**src/rtl/serial_ripple_subtractor.sv**
```systemverilog
// Bit-serial subtractor: d = a - b - bi, one bit per clock through a single full-subtractor
// cell with a registered borrow. Valid/ready handshakes on both the operand and result sides.
module serial_ripple_subtractor #(
  parameter int unsigned DATA_WIDTH = 4
) (
  input  logic                  clk,
  input  logic                  rst,
  input  logic [DATA_WIDTH-1:0] a,
  input  logic [DATA_WIDTH-1:0] b,
  input  logic                  bi,
  input  logic                  din_vld,
  output logic                  din_rd,
  output logic [DATA_WIDTH-1:0] d,
  output logic                  bo,
  output logic                  dout_vld,
  input  logic                  dout_rd
);

  localparam int unsigned   CntW    = (DATA_WIDTH > 1) ? $clog2(DATA_WIDTH) : 1;
  localparam logic [CntW-1:0] CntLast = CntW'(DATA_WIDTH - 1);

  typedef enum logic [1:0] {StIdle, StRun, StDone} state_e;

  state_e state_q, state_d;

  logic [DATA_WIDTH-1:0] sa_q, sa_d;
  logic [DATA_WIDTH-1:0] sb_q, sb_d;
  logic [DATA_WIDTH-1:0] res_q, res_d;
  logic [DATA_WIDTH-1:0] d_q, d_d;
  logic [CntW-1:0]       cnt_q, cnt_d;
  logic                  borrow_q, borrow_d;
  logic                  bo_q, bo_d;
  logic                  vld_q, vld_d;

  logic                  accept;
  logic                  bit_last;
  logic                  x, y, r;
  logic                  diff_bit;
  logic                  borrow_nxt;
  logic [DATA_WIDTH:0]   res_shift;

  // Full-subtractor cell on the current LSBs.
  assign x          = sa_q[0];
  assign y          = sb_q[0];
  assign r          = borrow_q;
  assign diff_bit   = x ^ y ^ r;
  assign borrow_nxt = (~x & y) | (~x & r) | (y & r);

  // Result enters from the MSB side; the widened concat keeps DATA_WIDTH=1 legal.
  assign res_shift  = {diff_bit, res_q};
  assign bit_last   = (cnt_q == CntLast);
  assign accept     = din_vld & din_rd;

  // State register.
  always_ff @(posedge clk) begin
    if (rst) begin
      state_q <= StIdle;
    end else begin
      state_q <= state_d;
    end
  end

  // Next-state logic.
  always_comb begin
    state_d = state_q;
    unique case (state_q)
      StIdle:  if (accept) state_d = StRun;
      StRun:   if (bit_last) state_d = StDone;
      StDone:  if (vld_q && dout_rd) state_d = StIdle;
      default: state_d = StIdle;
    endcase
  end

  // Outputs.
  always_comb begin
    din_rd   = (state_q == StIdle) && !rst;
    d        = d_q;
    bo       = bo_q;
    dout_vld = vld_q;
  end

  // Datapath next-state.
  always_comb begin
    sa_d     = sa_q;
    sb_d     = sb_q;
    res_d    = res_q;
    borrow_d = borrow_q;
    cnt_d    = cnt_q;
    d_d      = d_q;
    bo_d     = bo_q;
    vld_d    = vld_q;
    unique case (state_q)
      StIdle: begin
        if (accept) begin
          sa_d     = a;
          sb_d     = b;
          borrow_d = bi;
          cnt_d    = '0;
        end
      end
      StRun: begin
        sa_d     = sa_q >> 1;
        sb_d     = sb_q >> 1;
        res_d    = res_shift[DATA_WIDTH:1];
        borrow_d = borrow_nxt;
        cnt_d    = cnt_q + 1'b1;
        if (bit_last) begin
          d_d   = res_shift[DATA_WIDTH:1];
          bo_d  = borrow_nxt;
          vld_d = 1'b1;
        end
      end
      StDone: begin
        if (dout_rd) vld_d = 1'b0;
      end
      default: ;
    endcase
  end

  // Datapath registers.
  always_ff @(posedge clk) begin
    if (rst) begin
      sa_q     <= '0;
      sb_q     <= '0;
      res_q    <= '0;
      borrow_q <= 1'b0;
      cnt_q    <= '0;
      d_q      <= '0;
      bo_q     <= 1'b0;
      vld_q    <= 1'b0;
    end else begin
      sa_q     <= sa_d;
      sb_q     <= sb_d;
      res_q    <= res_d;
      borrow_q <= borrow_d;
      cnt_q    <= cnt_d;
      d_q      <= d_d;
      bo_q     <= bo_d;
      vld_q    <= vld_d;
    end
  end

  // A stalled result must not move.
  property p_out_hold;
    @(posedge clk) disable iff (rst)
      (dout_vld && !dout_rd) |=> (dout_vld && $stable(d) && $stable(bo));
  endproperty
  assert property (p_out_hold);

  // Result valid only ever appears in StDone.
  property p_vld_done;
    @(posedge clk) disable iff (rst) dout_vld |-> (state_q == StDone);
  endproperty
  assert property (p_vld_done);

endmodule
```
**config.mk**
```make
export PLATFORM = sky130hd
export DESIGN_NAME = serial_ripple_subtractor
export DESIGN_NICKNAME = d
export VERILOG_FILES = /design/src/rtl/serial_ripple_subtractor.sv
export SDC_FILE = /design/constraint.sdc
export NUM_CORES = 1
export LEC_CHECK = 0
export BUFFER_PORTS_ARGS = -buffer_cell sky130_fd_sc_hd__buf_4
export CAP_MARGIN = 20
export CORE_AREA = 5 5 48 55
export DETAILED_ROUTE_END_ITERATION = 12
export DIE_AREA = 0 0 53 60
export MAX_ROUTING_LAYER = met4
export PLACE_DENSITY = 0.72
export SLEW_MARGIN = 20
export SYNTH_ARGS = -nofsm -noshare
export SYNTH_HDL_FRONTEND = slang
export SYNTH_SLANG_ARGS = --single-unit
```
**constraint.sdc**
```tcl
create_clock -name clk -period 1.4 [get_ports clk]
set_input_delay 0.35 -clock clk [delete_from_list [all_inputs] [get_ports clk]]
set_output_delay 0.35 -clock clk [all_outputs]
set_load 0.01 [all_outputs]
```
# ---- Word-level counts from Yosys, hierarchy flattened
# Index checks and enable logic that the tools add are counted.
# W data, S select, Z words.
dict set report totals {
  register_bits 23
  inputBits 13
  output_inout_bits 7
  wordCells 51
}
dict set report classes {
  add_sub_neg 1
  eq_ne 7
  muxes 15
  n_bitwise 9
  n_reduce_logical 10
}
# operator n
set ops {}
lappend ops {{$pmux W4 S2} 2}
lappend ops {{$mux W2} 4}
lappend ops {{$mux W4} 2}
lappend ops {{$ne A2 B2 Y1 const B} 4}
lappend ops {{$pmux W2 S3} 1}
lappend ops {{$reduce_and A3 Y1} 2}
lappend ops {{$and A1 B1 Y1} 4}
lappend ops {{$eq A2 B2 Y1 const B} 2}
lappend ops {{$pmux W1 S2} 2}
lappend ops {{$pmux W2 S2} 1}
lappend ops {{$reduce_and A2 Y1} 2}
lappend ops {{$reduce_bool A2 Y1} 2}
lappend ops {{$mux W1} 3}
lappend ops {{$add A2 B1 Y2 const B} 1}
lappend ops {{$eq A2 B1 Y1 const B} 1}
lappend ops {{$logic_and A1 B1 Y1} 2}
lappend ops {{$logic_not A2 Y1} 1}
lappend ops {{$or A1 B1 Y1} 2}
lappend ops {{$xor A1 B1 Y1} 2}
lappend ops {{$logic_not A1 Y1} 1}
lappend ops {{$not A1 Y1} 1}

# ---- Longest topological paths before layout
# Gate-level depths: netlist of run 1.
dict set report logic_depth {
  word_depth 5
  mapped_depth 5
  depth_no_buf 4
}

# ---- Least setup slack after synthesis of run 1
# No wires, ideal clock.
dict set report synth_path {
  path_kind {register to output}
  from {reg state_q[0]}
  to {out din_rd}
  t_arrival_ps 897
  required_time_ps 1050
  path_slack_ps 153
  path_stages_with_launch 4
  n_path_buf 2
  path_cell_list {dfxtp_1 buf_6 buf_4 nor3_1}
}
dict set report synth_via {
  elab_chain_cells 2
}
# element line_no
set synth_rtl {}
lappend synth_rtl {{from (decl)} 24} ;# state_e state_q, state_d;
lappend synth_rtl {{from (signal assigned)} 57} ;# state_q <= StIdle;
lappend synth_rtl {{from (signal assigned)} 59} ;# state_q <= state_d;
lappend synth_rtl {{$logic_not A2 Y1} 76} ;# din_rd = (state_q == StIdle) && !rst;
lappend synth_rtl {{$logic_and A1 B1 Y1} 76}
lappend synth_rtl {{to (decl)} 12} ;# output logic din_rd,
# Every way passes these cells.

# ---- Final worst setup path of run 1
dict set report layout_path {
  from {reg state_q[1]}
  to {out din_rd}
}
# The elaborated chain is that of the path after synthesis.

==> results of run 1 <==
per-stage QoR:
stage,power (uW),hold WS (ps),cells
after floorplan,831,415,101
after global placement,867,446,144
after detailed placement,872,453,144
after CTS,1350,227,148
after global routing,1410,219,148
final,1340,228,148
synthesized netlist by cell type (2+ instances only):
library cell | count | area, um^2
nor3_1 | 2 | 10.0
o21ai_0 | 3 | 15.0
mux2i_1 | 10 | 100
nand2_1 | 7 | 26.3
nor2_2 | 2 | 12.5
a211oi_1 | 5 | 37.5
a21oi_1 | 10 | 50.1
inv_1 | 3 | 11.3
clkbuf_1 | 2 | 7.51
dfxtp_1 | 22 | 440
nand3_1 | 4 | 20.0
a211oi_2 | 4 | 50.1
nand4b_1 | 2 | 17.5
buf_6 | 3 | 33.8
nor2_1 | 11 | 41.3
routing by layer:
| layer | routed length (um) | part of all wire |
|---|---|---|
| met1 | 811 | 0.43 |
| met2 | 972 | 0.52 |
| met3 | 66 | 0.035 |
| met4 | 21 | 0.011 |
| met5 | 0 | 0 |
report_power, final:
part	switching, uW	internal [uW]	total, uW
Combinational	88.2	92.5	181
Clock	187	289	476
Sequential	27.1	657	684
Total	302	1040	1340
path summary, 6_finish.rpt:
path                            startpoint  slack [ps]  depth (start not counted)  endpoint
worst max-delay path            state_q[1]          40                          2    din_rd
worst min-delay path               dout_rd         230                          2  dout_vld
worst min register to register        d[0]         470                          2      d[0]
worst max register to register     sa_q[0]         140                          3      d[3]
layout make-up:
class	count	share of cell area
repair buffers	21	0.133
clock buffers	3	0.0186
flip-flops and latches	22	0.370
inverters	3	0.00930
clock inverters	1	0.0248
multi-input cells	68	0.413
well taps	30	0.0310
timing repair:
action / in CTS / in global routing
pin swaps: 0 / 1
gates resized for setup: 4 / 5
setup endpoints to repair: 1 / 7
registers in the layout, summed over array words and instances (netlist names):
register,flops
borrow_q,1
d,4
bo,1
dout_vld,1
state_q,2
sb_q,4
cnt_q,2
res_q,3
sa_q,4
logic make-up after synthesis:
logic type               after synthesis
multiplexers                          10
AO/OA/AOI/OAI                         25
buffers and inverters                 11
adder cells (fa/ha/maj)                2
AND/OR/NAND/NOR                       31
flip-flops                            22
==> results.ini, run 1 <==
[setup_path]
cp_max_fo = 10
critical_path_class = register to primary output
crit_arrival_ps = 1010
endpoint_kind = primary output
cp-start-kind = register
slowest_stage = dfxtp_4
worstPathRequired_ps = 1050
crit_family = flip-flops
slowest_delay_ps = 410
crit_chain = nor3_4 > buf_6
path_buf_inv = 1

[synthesis]
ys.flop_type = dfxtp_1
synth_nets = 116
syn_inst = 101
async_flop_share = 0
synth_fa_ha_area_frac = 0.0323
synth_compound_area_frac = 0.192
synth_edf_count = 0
yosysSeqAreaShare = 0.438
yosys.area_share.simple = 0.154
synth_top_family_by_area = compound AO/OA/AOI/OAI gates
syn-cell-area_um2 = 1010
avgSynthCellArea_um2 = 9.96
yosys_warnings = 0
yosys.area_share.xor_xnor = 0
ys_seq_elements = 22
synth_cell_types = 26
synth_mux_area_frac = 0.0995

[global_routing]
grt_pass1_wl_mm = 3.12
use_met1 = 0.166
grtUsageMet3 = 0.0324
grt_pass1_vias = 748
antenna_found_initial = 0
groute.layer.met2.usage = 0.213
track_usage = 0.136
grt_max_degree = 23
grt-ovfl-total = 0
grt.busiest_layer = met2

[sta]
rsz0062_at_grt = yes
setup_viol = 0
timing.final.crit_share = 0.972
fin_crit_ps = 1360
maxSlewViolCount = 0
finalHoldViolCount = 0
tns_ps = 0
relSlewSlack = 0.815
skew_ps = 3.29
tightest_slew_ps = 277
setup_slack_ps = 39.3
timing.fmax_ghz = 0.735

[final_layout]
fillCellCount = 200
syn_to_final_growth_pct = 20.4
multi_input_area_um2 = 500
num-nets-final = 134
final_cell_mix = 20 x dfxtp_1, 20 x buf_4, 11 x nor2_1
regArea_um2 = 448
drive_gt1_frac = 0.331
post-route-util = 0.578
final_area_um2 = 1210
antenna_cells = 0

[drt]
drt_pass1_iterations = 5
drcViolationCount = 0
initialDrtViolationCount = 7
wl_per_cell_um = 12.6
wirelength_mm = 1.87
ant_nets = 0
vias = 771
viasPerCell = 5.21

[power_and_ir_drop]
max-vdd-ir-drop_uv = 976
cellPowerDensity_nw_per_um2 = 1110
p_leak_uw = 0.000463

[placement]
dp_slack_ps = 122
place_area_um2 = 1130
gp_congestion = 0.720
io_buffers = 19
place.detailed.hpwl_mm = 1.33

[min_path]
hold_class = input port to register

[flow_run]
max_cap_viol_count = 0

[cts]
cts_made_buffers = 3
cts.htree.levels = 1
cts-root-buf = clkbuf_4
post-cts-setup-buffers = 0
worstSkewPairLatency_ps = 300
holdBufCountCts = 0
path_clk_slew_ps = 120
cts_tree = done
cts.path.max_buffers = 2
clock-sinks = 22

[die]
fp.dieArea_um2 = 3180
die_w_um = 53
die_h_um = 60
num_rows = 18
fp.coreArea_um2 = 2090
io_pins = 20
start_util = 0.480

[outcome]
status = finished, final reports clean

Power figures use the tool's default switching activity.
==> run 2, diff against run 1 <==
==> constraint.sdc (replaced) <==
create_clock -name clk -period 1.3 [get_ports clk]
set_input_delay 0.325 -clock clk [delete_from_list [all_inputs] [get_ports clk]]
set_output_delay 0.325 -clock clk [all_outputs]
set_load 0.01 [all_outputs]
==> results.ini, run 2 (synthesized netlist as in run 1, its figures left out) <==
[outcome]
status = finished, final reports clean

[power_and_ir_drop]
p_comb_frac = 0.172  ; +0.037
pwr-share-clk = 0.238  ; -0.117
max-vdd-ir-drop_uv = 742  ; -24%
cellPowerDensity_nw_per_um2 = 1010  ; -8.5%
p_total_uw = 1240  ; -7.6%
internal-power_uw = 925  ; -11%
p_switching_uw = 314  ; +4.0%
seqPwrFrac = 0.590  ; +0.080
sw_frac_of_total = 0.253  ; +0.0283
p_leak_uw = 0.000482  ; +4.1%

[sta]
skew_ps = 1.06  ; -2.23 ps
rsz0062_at_grt = yes
relSlewSlack = 0.803  ; -0.0117
maxSlewViolCount = 0  ; unchanged
tightest_slew_ps = 294  ; +17.6 ps
fin_crit_ps = 1270
setup_viol = 0  ; unchanged
timing.fmax_ghz = 0.790
setup_slack_ps = 33.9  ; -5.39 ps
finalHoldViolCount = 0  ; unchanged
timing.final.crit_share = 0.974

[global_routing]
track_usage = 0.133  ; -0.00311
grt_pass1_wl_mm = 3.04  ; -2.6%
grt_pass1_vias = 737  ; -1.5%
antenna_found_initial = 0  ; unchanged
grt_max_degree = 23  ; unchanged
grt-ovfl-total = 0  ; unchanged

[final_layout]
final_area_um2 = 1220  ; +1.0%
num-nets-final = 140  ; +4.5%
final_cell_mix = 27 x buf_4, 19 x dfxtp_1, 11 x nor2_1
syn_to_final_growth_pct = 21.6
final_common_cell = buf_4
post-route-util = 0.584  ; +0.00597
antenna_cells = 0  ; unchanged
drive_gt1_frac = 0.374  ; +0.0435

[die]
fp.coreArea_um2 = 2090  ; unchanged
num_rows = 18  ; unchanged
fp.dieArea_um2 = 3180  ; unchanged
die_h_um = 60  ; unchanged
io_pins = 20  ; unchanged
start_util = 0.480  ; unchanged
die_w_um = 53  ; unchanged

[setup_path]
critPathLaunch = state_q[1]
r2r-start = sa_q[0]
critical_path_class = register to primary output
worstPathRequired_ps = 980  ; -70 ps
cp-start-kind = register
endpoint_kind = primary output
crit_arrival_ps = 940  ; -70 ps
cp_max_fo = 2  ; -8

[drt]
vias = 777  ; +0.78%
drt_pass1_iterations = 4  ; -1
viasPerCell = 5.08  ; -2.5%
ant_nets = 0  ; unchanged
wl_per_cell_um = 11.9  ; -6.0%
drcViolationCount = 0  ; unchanged
initialDrtViolationCount = 5  ; -2
wirelength_mm = 1.82  ; -2.8%

[cts]
holdBufCountCts = 0  ; unchanged
cts_tree = done
clock-sinks = 22  ; unchanged
path_clk_slew_ps = 110  ; about the same
cts.path.max_buffers = 2  ; unchanged
worstSkewPairLatency_ps = 290  ; about the same
cts.htree.levels = 1  ; unchanged
cts_made_buffers = 3  ; unchanged
cts-root-buf = clkbuf_4

[placement]
dp_slack_ps = 71.0  ; -50.7 ps
place.detailed.hpwl_mm = 1.32  ; -1.2%
gp_congestion = 0.725  ; +0.74%
place_area_um2 = 1140  ; +1.3%
io_buffers = 19  ; unchanged

[min_path]
worstHoldStart = dout_rd
hold_class = input port to register

[flow_run]
max_cap_viol_count = 0  ; unchanged

[run 2: cell count changes in the layout (fill, tap and decap cells not counted), sizes merged]
cell    delta
buf        +6
bufinv     -1
[run 2: path summary, 6_finish.rpt]
kind | to | slack, ps | cells after the start
min reg2reg | d[2] | 460 | 2
max reg2reg | res_q[3] | 80 | 3
max | din_rd | 30 | 2
min | dout_vld | 210 | 2
[run 2: area by class of cell]
cell class                 instances  area, um^2
fill                             197         871
multi-input combinational         68         500
sequential                        22         449
timing repair buffer              27         203
tap                               30        37.5
clock buffer                       3        22.5
inverter                           3        11.3
[run 2: per-layer routing]
layer,GRT usage,share of wire,vias up
met1,0.161,0.47,366
met3,0.0299,0.029,2
li1,-,-,400
met2,0.206,0.49,9
met5,-,0,-
met4,0.0657,0.0093,0
[run 2: critical path: stages, from the launching register on]
cell and delay (ps):
dfxtp_4 360, nor3_2 140, buf_4 140
[run 2: per-stage QoR]
step	instances	setup TNS, ps	hold WS, ps
after CTS	151	0	200
after detailed placement	146	0	449
after global routing	153	-24.1	199
after floorplan	101	0	390
final	153	0	212
after global placement	146	0	445
[run 2: repair_timing]
| action | CTS | global route |
|---|---|---|
| gates resized for setup | 5 | 4 |
| gates cloned | 0 | 0 |
| endpoints found under the setup margin | 1 | 4 |
| pin swaps | 1 | 0 |
| setup buffers | 2 | 2 |
[run 2: power by group through the flow]
stage               combinational (uW)  sequential, uW  clock [uW]
floorplan                          152             743           0
global placement                   188             750           0
detailed placement                 192             752           0
CTS                                202             730         307
global route                       236             736         334
finish                             213             731         295
==> run 3, diff against run 2 <==
--- a/config.mk
+++ b/config.mk
@@ -11,7 +11,7 @@
 export DETAILED_ROUTE_END_ITERATION = 12
 export DIE_AREA = 0 0 53 60
 export MAX_ROUTING_LAYER = met4
-export PLACE_DENSITY = 0.72
+export PLACE_DENSITY = 0.83
 export SLEW_MARGIN = 20
 export SYNTH_ARGS = -nofsm -noshare
 export SYNTH_HDL_FRONTEND = slang
==> results.ini, run 3 (synthesized netlist as in run 1, its figures left out) <==
[sta]
tightest_slew_ps = 262  ; -32.5 ps
maxSlewViolCount = 0  ; unchanged
finalHoldViolCount = 0  ; unchanged
setup_slack_ps = 29.2  ; -4.67 ps
fin_crit_ps = 1270  ; +4.67 ps
whs_ps = 192  ; -19.6 ps
skew_ps = 0.643  ; -0.418 ps
rsz0062_at_grt = yes
timing.fmax_ghz = 0.787  ; -0.37%
setup_viol = 0  ; unchanged
relSlewSlack = 0.825  ; +0.0221
timing.final.crit_share = 0.978  ; +0.00359

[global_routing]
grt-ovfl-total = 0  ; unchanged
grt_pass1_vias = 748  ; +1.5%
antenna_found_initial = 0  ; unchanged
grt_pass1_wl_mm = 3.15  ; +3.9%
grt_max_degree = 23  ; unchanged
track_usage = 0.141  ; +0.00827

[die]
io_pins = 20  ; unchanged
die_h_um = 60  ; unchanged
num_rows = 18  ; unchanged
fp.coreArea_um2 = 2090  ; unchanged
die_w_um = 53  ; unchanged
fp.dieArea_um2 = 3180  ; unchanged
start_util = 0.480  ; unchanged

[drt]
ant_nets = 0  ; unchanged
initialDrtViolationCount = 22  ; +17
viasPerCell = 5.29  ; +4.1%
vias = 809  ; +4.1%
drt_pass1_iterations = 4  ; unchanged
wl_per_cell_um = 14.2  ; +19%
drcViolationCount = 0  ; unchanged
wirelength_mm = 2.17  ; +19%

[final_layout]
regArea_um2 = 448  ; -0.28%
num-nets-final = 139  ; -0.71%
fillCellCount = 175  ; -11%
final_cell_mix = 24 x buf_4, 20 x dfxtp_1, 11 x nor2_1
post-route-util = 0.593  ; +0.00896
final_area_um2 = 1240  ; +1.5%
stdcell_count = 153  ; unchanged
syn_to_final_growth_pct = 23.5
drive_gt1_frac = 0.366  ; -0.00813
antenna_cells = 0  ; unchanged
multi_input_area_um2 = 509  ; +1.7%
final_common_cell = buf_4

[setup_path]
reg2reg_depth = 3  ; unchanged
cp-start-kind = register
critical_path_class = register to primary output
endpoint_kind = primary output
cp_max_fo = 2  ; unchanged
worstPathRequired_ps = 980  ; about the same
crit_arrival_ps = 950  ; about the same

[power_and_ir_drop]
p_leak_uw = 0.000481  ; about the same
internal-power_uw = 992  ; +7.2%
sw_frac_of_total = 0.258  ; +0.00479
seqPwrFrac = 0.549  ; -0.041
cellPowerDensity_nw_per_um2 = 1080  ; +6.3%
p_switching_uw = 345  ; +10%
p_comb_frac = 0.167  ; -0.005
max-vdd-ir-drop_uv = 790  ; +6.4%
pwr-share-clk = 0.285  ; +0.047

[placement]
place_area_um2 = 1130  ; -0.66%
gp_congestion = 0.751  ; +3.5%
io_buffers = 19  ; unchanged
dp.cells = 145  ; -0.68%
place.detailed.hpwl_mm = 1.38  ; +5.0%
dp_slack_ps = 44.3  ; -26.6 ps

[cts]
cts.path.max_buffers = 2  ; unchanged
holdBufCountCts = 0  ; unchanged
cts-root-buf = clkbuf_4
cts_made_buffers = 3  ; unchanged
path_clk_slew_ps = 120  ; about the same
worstSkewPairLatency_ps = 310  ; +20 ps
cts_tree = done
cts.htree.levels = 1  ; unchanged
clock-sinks = 22  ; unchanged

[min_path]
hold_class = input port to register
min_path_cells = 2  ; unchanged

[outcome]
status = finished, final reports clean

[flow_run]
max_cap_viol_count = 0  ; unchanged

-- run 3: changes by cell type in the layout (fill, tap and decap cells not counted), sizes merged --
cell	delta
buf	-2
o21ba	+1
clkbuf	+1
-- run 3: repair_timing --
action	4_1_cts	5_1_grt
cloned	0	1
endpoints found under the setup margin	1	8
gates resized for setup	5	3
pin swaps	1	2
setup buffers	2	1
-- run 3: critical path: stages, from the launching register on --
cell	delay (ps)
dfxtp_4	360
nor3_2	130
buf_4	140
-- run 3: final timing paths --
kind	startpoint	endpoint	slack, ps
setup / recovery	state_q[0]	din_rd	30
hold / removal	dout_rd	dout_vld	190
setup reg to reg	sa_q[0]	d[3]	90
hold reg to reg	d[0]	d[0]	470
-- run 3: power groups by stage --
stage | logic (uW) | registers (uW) | clock network, uW
finish | 223 | 734 | 381
floorplan | 152 | 743 | 0
global route | 245 | 738 | 413
CTS | 197 | 732 | 381
global placement | 182 | 751 | 0
detailed placement | 187 | 753 | 0
-- run 3: metal layers --
| metal | GRT usage | vias to the layer above | share of wire |
|---|---|---|---|
| li1 | - | 402 | - |
| met1 | 0.159 | 384 | 0.42 |
| met2 | 0.223 | 17 | 0.52 |
| met3 | 0.0324 | 6 | 0.029 |
| met4 | 0.0876 | 0 | 0.033 |
| met5 | - | - | 0 |
-- run 3: final cells by class --
| type | count | area share |
|---|---|---|
| multi-input cells | 69 | 0.410 |
| flip-flops and latches | 22 | 0.361 |
| repair buffers | 25 | 0.161 |
| well taps | 30 | 0.0302 |
| clock buffers | 4 | 0.0292 |
| inverters | 3 | 0.00906 |
-- run 3: stage by stage --
| stage | TNS (ps) | total power [uW] |
|---|---|---|
| floorplan | 0 | 895 |
| global placement | 0 | 933 |
| detailed placement | 0 | 941 |
| CTS | 0 | 1310 |
| global route | -33.3 | 1400 |
| finish | 0 | 1340 |
